**src/rtl/btn_pkg.sv**
```systemverilog
// ---------------------------------------------------------------------------
// btn_pkg
// Shared types and default timing for the button conditioning array.
//   btn_state_e : per-channel repeat FSM state (RELEASED, DELAY, REPEAT)
//   DEF_*       : default parameter values (timing at a 25 MHz pixel clock)
//   cnt_width() : counter width for a given terminal count
// ---------------------------------------------------------------------------
package btn_pkg;

    typedef enum logic [1:0] {
        RELEASED = 2'd0,
        DELAY    = 2'd1,
        REPEAT   = 2'd2
    } btn_state_e;

    localparam int DEF_N_CH        = 5;
    localparam int DEF_SYNC_STAGES = 2;
    localparam int DEF_DEB_CYCLES  = 250000;    // 10 ms
    localparam int DEF_REP_DELAY   = 12500000;  // 0.5 s
    localparam int DEF_REP_PERIOD  = 3750000;   // 0.15 s
    localparam int DEF_ONE_HOT     = 1;

    // $clog2 of the limit, never below one bit so a limit of 1 still
    // yields a legal vector.
    function automatic int cnt_width(input int limit);
        return (limit > 1) ? $clog2(limit) : 1;
    endfunction

endpackage

```
**src/rtl/btn_chan.sv**
```systemverilog
// ---------------------------------------------------------------------------
// btn_chan
// One button channel: input synchroniser, debouncer and auto-repeat FSM.
// Ports:
//   clk, rst   : clock, asynchronous active-high reset
//   btn_in     : raw asynchronous button pin
//   rep_en     : auto-repeat enable (synchronous)
//   pulse_req  : combinational pulse request, registered by the parent
//                after arbitration
//   lvl_next   : debounced level as it will be after this edge
//   key_lvl    : registered debounced level
// ---------------------------------------------------------------------------
module btn_chan
    import btn_pkg::*;
#(
    parameter int SYNC_STAGES = DEF_SYNC_STAGES,
    parameter int DEB_CYCLES  = DEF_DEB_CYCLES,
    parameter int REP_DELAY   = DEF_REP_DELAY,
    parameter int REP_PERIOD  = DEF_REP_PERIOD
) (
    input  logic clk,
    input  logic rst,
    input  logic btn_in,
    input  logic rep_en,
    output logic pulse_req,
    output logic lvl_next,
    output logic key_lvl
);

    if (SYNC_STAGES < 2 || SYNC_STAGES > 4) begin : g_bad_sync
        $error("btn_chan: SYNC_STAGES must be in 2..4");
    end
    if (DEB_CYCLES < 1) begin : g_bad_deb
        $error("btn_chan: DEB_CYCLES must be at least 1");
    end
    // Two consecutive pulses would otherwise be possible on one channel.
    if (REP_PERIOD < 2 || REP_DELAY < 2) begin : g_bad_rep
        $error("btn_chan: REP_PERIOD and REP_DELAY must be at least 2");
    end

    localparam int REP_LIMIT = (REP_DELAY > REP_PERIOD) ? REP_DELAY : REP_PERIOD;
    localparam int DEB_W     = cnt_width(DEB_CYCLES);
    localparam int REP_W     = cnt_width(REP_LIMIT);

    localparam logic [DEB_W-1:0] DEB_MAX = DEB_W'(DEB_CYCLES - 1);
    localparam logic [REP_W-1:0] DLY_MAX = REP_W'(REP_DELAY - 1);
    localparam logic [REP_W-1:0] PER_MAX = REP_W'(REP_PERIOD - 1);

    logic [SYNC_STAGES-1:0] sync_q, sync_d;
    logic [DEB_W-1:0]       deb_cnt_q, deb_cnt_d;
    logic                   lvl_q, lvl_d;
    logic [REP_W-1:0]       rep_cnt_q, rep_cnt_d;
    btn_state_e             state_q, state_d;

    logic sync_in;
    assign sync_in = sync_q[SYNC_STAGES-1];

    // Synchroniser and debouncer.
    always_comb begin
        // NOTE: every always_comb output gets a default first so no path
        // leaves it unassigned and infers a latch.
        sync_d    = {sync_q[SYNC_STAGES-2:0], btn_in};
        deb_cnt_d = '0;
        lvl_d     = lvl_q;
        if (sync_in != lvl_q) begin
            if (deb_cnt_q == DEB_MAX) begin
                lvl_d = ~lvl_q;
            end else begin
                deb_cnt_d = deb_cnt_q + 1'b1;
            end
        end
    end

    // Repeat FSM. It looks at lvl_d so the press pulse is registered on the
    // same edge that key_lvl rises.
    always_comb begin
        state_d   = state_q;
        rep_cnt_d = rep_cnt_q;
        pulse_req = 1'b0;
        if (lvl_q && !lvl_d) begin
            state_d   = RELEASED;
            rep_cnt_d = '0;
        end else begin
            case (state_q)
                RELEASED: begin
                    if (!lvl_q && lvl_d) begin
                        state_d   = DELAY;
                        rep_cnt_d = '0;
                        pulse_req = 1'b1;
                    end
                end
                DELAY: begin
                    if (!rep_en) begin
                        rep_cnt_d = '0;
                    end else if (rep_cnt_q == DLY_MAX) begin
                        state_d   = REPEAT;
                        rep_cnt_d = '0;
                        pulse_req = 1'b1;
                    end else begin
                        rep_cnt_d = rep_cnt_q + 1'b1;
                    end
                end
                REPEAT: begin
                    if (!rep_en) begin
                        state_d   = DELAY;
                        rep_cnt_d = '0;
                    end else if (rep_cnt_q == PER_MAX) begin
                        rep_cnt_d = '0;
                        pulse_req = 1'b1;
                    end else begin
                        rep_cnt_d = rep_cnt_q + 1'b1;
                    end
                end
                default: begin
                    state_d   = RELEASED;
                    rep_cnt_d = '0;
                end
            endcase
        end
    end

    always_ff @(posedge clk or posedge rst) begin
        // NOTE: reset clears every flop, synchroniser included, so activity
        // in flight when reset hits is discarded rather than resumed.
        if (rst) begin
            sync_q    <= '0;
            deb_cnt_q <= '0;
            lvl_q     <= 1'b0;
            rep_cnt_q <= '0;
            state_q   <= RELEASED;
        end else begin
            // NOTE: non-blocking assignments so every flop samples the
            // pre-edge values, which is what makes the chain a shift register.
            sync_q    <= sync_d;
            deb_cnt_q <= deb_cnt_d;
            lvl_q     <= lvl_d;
            rep_cnt_q <= rep_cnt_d;
            state_q   <= state_d;
        end
    end

    assign lvl_next = lvl_d;
    assign key_lvl  = lvl_q;

endmodule

```
**src/rtl/btn_cond_array.sv**
```systemverilog
// ---------------------------------------------------------------------------
// btn_cond_array
// N_CH conditioned buttons with optional one-hot pulse arbitration.
// Ports:
//   clk, rst  : clock, asynchronous active-high reset
//   btn_in    : raw asynchronous button pins, active-high
//   rep_en    : per-channel auto-repeat enable
//   key_en    : registered one-cycle press/repeat pulses
//   key_lvl   : registered debounced levels
//   any_held  : registered OR of key_lvl (same cycle alignment as key_lvl)
// ---------------------------------------------------------------------------
module btn_cond_array
    import btn_pkg::*;
#(
    parameter int N_CH        = DEF_N_CH,
    parameter int SYNC_STAGES = DEF_SYNC_STAGES,
    parameter int DEB_CYCLES  = DEF_DEB_CYCLES,
    parameter int REP_DELAY   = DEF_REP_DELAY,
    parameter int REP_PERIOD  = DEF_REP_PERIOD,
    parameter int ONE_HOT     = DEF_ONE_HOT
) (
    input  logic            clk,
    input  logic            rst,
    input  logic [N_CH-1:0] btn_in,
    input  logic [N_CH-1:0] rep_en,
    output logic [N_CH-1:0] key_en,
    output logic [N_CH-1:0] key_lvl,
    output logic            any_held
);

    logic [N_CH-1:0] pulse_req;
    logic [N_CH-1:0] lvl_next;
    logic [N_CH-1:0] key_en_q, key_en_d;
    logic            any_held_q, any_held_d;

    for (genvar g = 0; g < N_CH; g++) begin : g_chan
        btn_chan #(
            .SYNC_STAGES (SYNC_STAGES),
            .DEB_CYCLES  (DEB_CYCLES),
            .REP_DELAY   (REP_DELAY),
            .REP_PERIOD  (REP_PERIOD)
        ) u_chan (
            .clk       (clk),
            .rst       (rst),
            .btn_in    (btn_in[g]),
            .rep_en    (rep_en[g]),
            .pulse_req (pulse_req[g]),
            .lvl_next  (lvl_next[g]),
            .key_lvl   (key_lvl[g])
        );
    end

    // Lowest-index request wins; losing requests are dropped while their
    // channel FSMs carry on as if delivered.
    always_comb begin
        key_en_d = pulse_req;
        if (ONE_HOT != 0) begin
            key_en_d = pulse_req & (~pulse_req + 1'b1);
        end
        any_held_d = |lvl_next;
    end

    always_ff @(posedge clk or posedge rst) begin
        if (rst) begin
            key_en_q   <= '0;
            any_held_q <= 1'b0;
        end else begin
            key_en_q   <= key_en_d;
            any_held_q <= any_held_d;
        end
    end

    assign key_en   = key_en_q;
    assign any_held = any_held_q;

endmodule

```
**config.mk**
```make
export PLATFORM = sky130hd
export DESIGN_NAME = btn_cond_array
export DESIGN_NICKNAME = d
export VERILOG_FILES = /design/src/rtl/btn_pkg.sv /design/src/rtl/btn_chan.sv /design/src/rtl/btn_cond_array.sv
export SDC_FILE = /design/constraint.sdc
export NUM_CORES = 1
export LEC_CHECK = 0
export ABC_CLOCK_PERIOD_IN_PS = 9600
export CAP_MARGIN = 10
export CORE_MARGIN = 2
export CORE_UTILIZATION = 54
export DETAILED_ROUTE_END_ITERATION = 6
export PLACE_DENSITY = 0.79
export SLEW_MARGIN = 0
export SYNTH_ARGS = -nofsm -noshare
export SYNTH_HDL_FRONTEND = slang
export SYNTH_SLANG_ARGS = --single-unit
export TNS_END_PERCENT = 10
```
**constraint.sdc**
```tcl
create_clock -name clk -period 9.6 [get_ports clk]
set_clock_uncertainty 0.05 [all_clocks]
set_input_delay 1.44 -clock clk [delete_from_list [all_inputs] [get_ports clk]]
set_output_delay 1.44 -clock clk [all_outputs]
set_load 0.05 [all_outputs]
```
Yosys cells after proc, flatten, opt, wreduce, memory -nomap -nowiden
Index checks and enable logic that the tools add are counted.
{"block": "word_totals", "register_bits": 241, "output_inout_bits": 11, "ram_bits": 0, "latch_bits": 0, "memories": 0, "mem_bits_ro": 0}
{"block": "op_classes", "div_mod_pow": 0, "mul": 0, "n_eq_ne": 50, "bitwise_logic": 7, "n_shift": 0, "n_mux": 120, "magnitude_cmp": 0, "reduce_logical": 31, "n_addsub": 11}
{"op": "$mux 24", "n": 30}
{"op": "$pmux 24 s3", "n": 5}
{"op": "$mux 18", "n": 10}
{"op": "$add 24x1->24 const B", "n": 5}
{"op": "$eq 24x22->1 const B", "n": 5}
{"op": "$eq 24x24->1 const B", "n": 5}
{"op": "$add 18x1->18 const B", "n": 5}
{"op": "$eq 18x18->1 const B", "n": 5}
{"op": "$mux 2", "n": 25}
{"op": "$mux 1", "n": 40}
{"op": "$ne 3x1->1 const B", "n": 10}
{"op": "$ne 3x2->1 const B", "n": 10}
{"op": "$pmux 2 s3", "n": 5}
{"op": "$reduce_and 4->1", "n": 5}
{"op": "$pmux 1 s3", "n": 5}
{"op": "$eq 2x1->1 const B", "n": 5}
{"op": "$eq 2x2->1 const B", "n": 5}
{"op": "$logic_and 1x1->1", "n": 10}
{"op": "$logic_not 1->1", "n": 10}
{"op": "$logic_not 2->1", "n": 5}
{"op": "$add 5x1->5 const B", "n": 1}
{"op": "$and 5x5->5", "n": 1}
{"op": "$ne 1x1->1", "n": 5}
{"op": "$not 1->1", "n": 5}
{"op": "2 further kinds", "n": 2}

Logic depth before layout (Yosys ltp)
{"block": "logic_depth", "depth_word": 10, "depth_mapped": 9, "mapped_depth_nobuf": 8}

Hierarchy
Synthesis repeated with hierarchy kept, for this count alone.
{"block": "hier_totals", "cells_unflattened": 1577, "hier_area_um2": 14063.5}
{"module": "btn_chan (g_chan[1].u_chan ...)", "cells_per_inst": 319, "area_each_um2": 2836.5, "instances": 2}
{"module": "btn_chan (g_chan[0].u_chan ...)", "cells_per_inst": 320, "area_each_um2": 2781.4, "instances": 2}
{"module": "btn_chan (g_chan[4].u_chan)", "cells_per_inst": 284, "area_each_um2": 2613.8, "instances": 1}
{"module": "btn_cond_array", "cells_per_inst": 15, "area_each_um2": 214.0, "instances": 1}

Worst setup path before layout
OpenSTA, ideal clock, no wires.
{"block": "synth_path", "path_kind": "input port to flip-flop", "start": "in rep_en[3]", "end": "reg g_chan[3].u_chan.rep_cnt_q[7]", "n_path_buf": 1, "stages": 5, "setup_time_ps": 66, "slack_ps": 6912, "arrival_ps": 2572, "path_cell_list": "nand2_1 a211oi_1 and2_0 clkbuf_1 a22o_1"}
{"block": "synth_between", "elab_chain_cells": 3, "elab_cells_between_ends": 4}
{"item": "from (decl)", "line_no": "btn_cond_array.sv:25", "text": "input logic [N_CH-1:0] rep_en,"}
{"item": "$mux 24, on equally long branches", "line_no": "btn_chan.sv:104, btn_chan.sv:93"}
{"item": "$pmux 24 s3 (*)", "line_no": "btn_chan.sv:84", "text": "case (state_q)"}
{"item": "$mux 24 (*)", "line_no": "btn_chan.sv:80", "text": "if (lvl_q && !lvl_d) begin"}
{"item": "to (signal assigned)", "line_no": "btn_chan.sv:137", "text": "rep_cnt_q <= rep_cnt_d;"}
{"item": "to (decl)", "line_no": "btn_chan.sv:52", "text": "logic [REP_W-1:0] rep_cnt_q, rep_cnt_d;"}
Every way passes the cells marked *; elsewhere a longest branch is shown, timed or not.
A chain may end at the register's enable or synchronous reset.

Final worst setup path
{"block": "layout_path", "start": "reg g_chan[4].u_chan.lvl_q", "end": "out key_lvl[4]"}
{"item": "from (decl)", "line_no": "btn_chan.sv:51", "text": "logic lvl_q, lvl_d;"}
{"item": "from (signal assigned)", "line_no": "btn_chan.sv:136", "text": "lvl_q <= lvl_d;"}
{"item": "to (decl)", "line_no": "btn_cond_array.sv:27", "text": "output logic [N_CH-1:0] key_lvl,"}
No word-level cell between the ends.

==> run metrics <==
outcome complete, no violations; Max clock buf depth 3; Area contributors post-synth dfrtp_1, nor2_1, xor2_1; Wirelength per Cell 15.5 um; Final Max Tran Viols 0; Hold/Removal Path Class register to register; Final Hold Fails 0; pin count of the biggest net entering global routing 126; Worst setup EP type primary output; critical path startpoint category register; core area 0.0235 sq mm; Yosys cell types 66; Synth area leader dfrtp_1; sequential area share after synthesis 46.4%; row cnt 56; CTS resizes 0; vias in the first global route 9975; unrepaired setup endpoints after global routing false; drt initial violations 776; share of the synthesized area in the top cell type 46.4%; global placement routability congestion around 0.87; Vias/cell 5.85; Clk Tree Root Cell clkbuf_16; Ports 23; CP cell instances clkdlybuf4s50_1; die width around 160 um; Final #Nets 1456; fmax 290 MHz; Routed Antenna Nets 0; Worst-Margin Slew 1070 ps; Max VDD drop 160 uV; Cells after Synth approximately 1400; CP top delay family buffers and inverters; Setup Crit Path Kind register to primary output; vias post-DR 10200; total wire length about 27 mm; Final Critical Period about 3400 ps; worst skew pair latency approximately 560 ps; TritonCTS buffer count 28; hold_ws between 200 and 300 ps; Mapped Area 0.0130 sq mm; Ant. Diodes 0; worst reg-to-reg setup slack 6550 ps; DP HPWL approximately 18 mm; count of yosys warnings during synthesis 0; crit-path max FO 8; Commonest cells post-synth dfrtp_1, nor2_1, nand2_1; Setup Fix Bufs, Post-CTS 0; most numerous cell in the Yosys netlist dfrtp_1; PwrDens 150 mW/mm^2; number of flops mapped to enable cells by yosys 0; fin crit share 35.9%; CTS tree yes; Most used DFF post-synth dfrtp_1; Detailed Routing Iterations Pass 1 5; Worst EP arrival 1960 ps; Worst Reg2Reg Path Length in Cells 7; all-layer global routing usage 21.5%; CTS Hold Bufs 0; crit path buf inv count 1; htree depth 1; Mean Syn Cell Area 9.34 sq um; initial antenna violation count 0; Die H 159 um; CP max stage delay around 870 ps; ys async rst share 100%; Initial Util 55.2%; Leakage 5.99 nW; first-pass GRT wire length ~47 mm; Setup TNS 0 ps; Synth Net Count 1440; max_cap viols 0; FF+latch count, synth 241; share of cells above drive strength 1 6.01%; slowest CP cell clkdlybuf4s50_1; Syn-to-layout area delta 11.2%; Rel. slew slack 28.3%; count of buffers from port buffering 22; total grt overflow 0; WP depth 1; CP Data Required Time 8110 ps; Clock Sinks 241; Hold Crit Depth 0; Finish-stage setup viols 0; CTS clock-pin slew for the worst setup and hold paths 60 ps; die area 0.0253 sq mm; # DRC 0
stage by stage:
stage	std cells	total power [mW]	area, sq um	util [%]	setup WS, ps
2_1_floorplan	1393	1.10	13000	-	1490
3_3_place_gp	1698	1.12	13500	57.4	6030
3_5_place_dp	1698	1.12	13500	57.4	5920
4_1_cts	1750	2.19	14500	61.4	6140
5_1_grt	1750	2.24	14500	61.4	6120
6_report	1750	2.17	14500	61.4	6150
final cells by class:
class | count | area, sq um
multi-input combinational | 1052 | 6580
tap | 319 | 399
sequential | 241 | 6030
clock inverter | 19 | 201
inverter | 54 | 210
fill | 1937 | 9090
clock buffer | 33 | 739
timing repair buffer | 32 | 295
placed cells by master, fill, tap and decap left out, types with 6 or more instances in the layout:
master,count
a21oi_1,30
o31ai_1,8
nor4_1,30
clkbuf_16,28
or3_1,8
o21ai_0,28
mux2i_1,6
nor2b_1,7
o22ai_1,17
nand2b_1,7
a22o_1,11
and3_1,36
a31oi_1,12
nor3_1,36
nand4_1,66
xor2_1,89
xnor2_1,71
and2_1,16
nand4b_1,9
nor4b_1,12
or4_1,6
clkinv_2,8
clkdlybuf4s50_1,22
nor4bb_1,11
nand3_1,88
nor3b_1,6
nor2_1,212
dfrtp_1,241
and4_1,14
ha_1,35
inv_1,53
buf_4,10
or2_2,9
nand2_1,109
where the power goes:
part / switching, mW / leakage [nW] / internal [mW] / total (mW)
Clock: 0.433 / 0.453 / 0.635 / 1.07
Sequential: 0.00929 / 3.19 / 1.03 / 1.04
Combinational: 0.0449 / 2.35 / 0.0179 / 0.0628
cells by family after synthesis:
family / count (synthesis) / synth area share (%)
fa+ha+maj: 35 / 3.37
flops: 241 / 46.4
simple gates: 698 / 27.8
mux: 11 / 0.895
buf+inv: 100 / 3.08
xor+xnor: 160 / 10.8
compound gates: 148 / 7.75
sequential cells by signal (all words and copies together) (netlist names):
| register | count |
|---|---|
| any_held | 1 |
| g_chan.u_chan.deb_cnt_q | 90 |
| g_chan.u_chan.key_lvl | 5 |
| g_chan.u_chan.rep_cnt_q | 120 |
| g_chan.u_chan.state_q | 10 |
| g_chan.u_chan.sync_q | 10 |
| key_en | 5 |
routing by layer:
layer  wire (um)  vias to the layer above  GRT usage (%)
met1       12600                     5009           29.8
met5           0                        -              0
met4         621                        0           5.91
met3        1310                       47           3.41
li1            -                     4954              -
met2       12700                      223           35.4
path summary, 6_finish.rpt:
check | from | end
worst max-delay path | g_chan[4].u_chan.key_lvl | key_lvl[4]
worst min-delay path | g_chan[0].u_chan.sync_q[0] | g_chan[0].u_chan.sync_q[1]
worst max register to register | g_chan[0].u_chan.deb_cnt_q[11] | g_chan[0].u_chan.rep_cnt_q[19]
worst min register to register | g_chan[0].u_chan.sync_q[0] | g_chan[0].u_chan.sync_q[1]
max in group asynchronous | rst | g_chan[3].u_chan.sync_q[1]
min in group asynchronous | rst | g_chan[1].u_chan.rep_cnt_q[23]
Power figures use the tool's default switching activity.
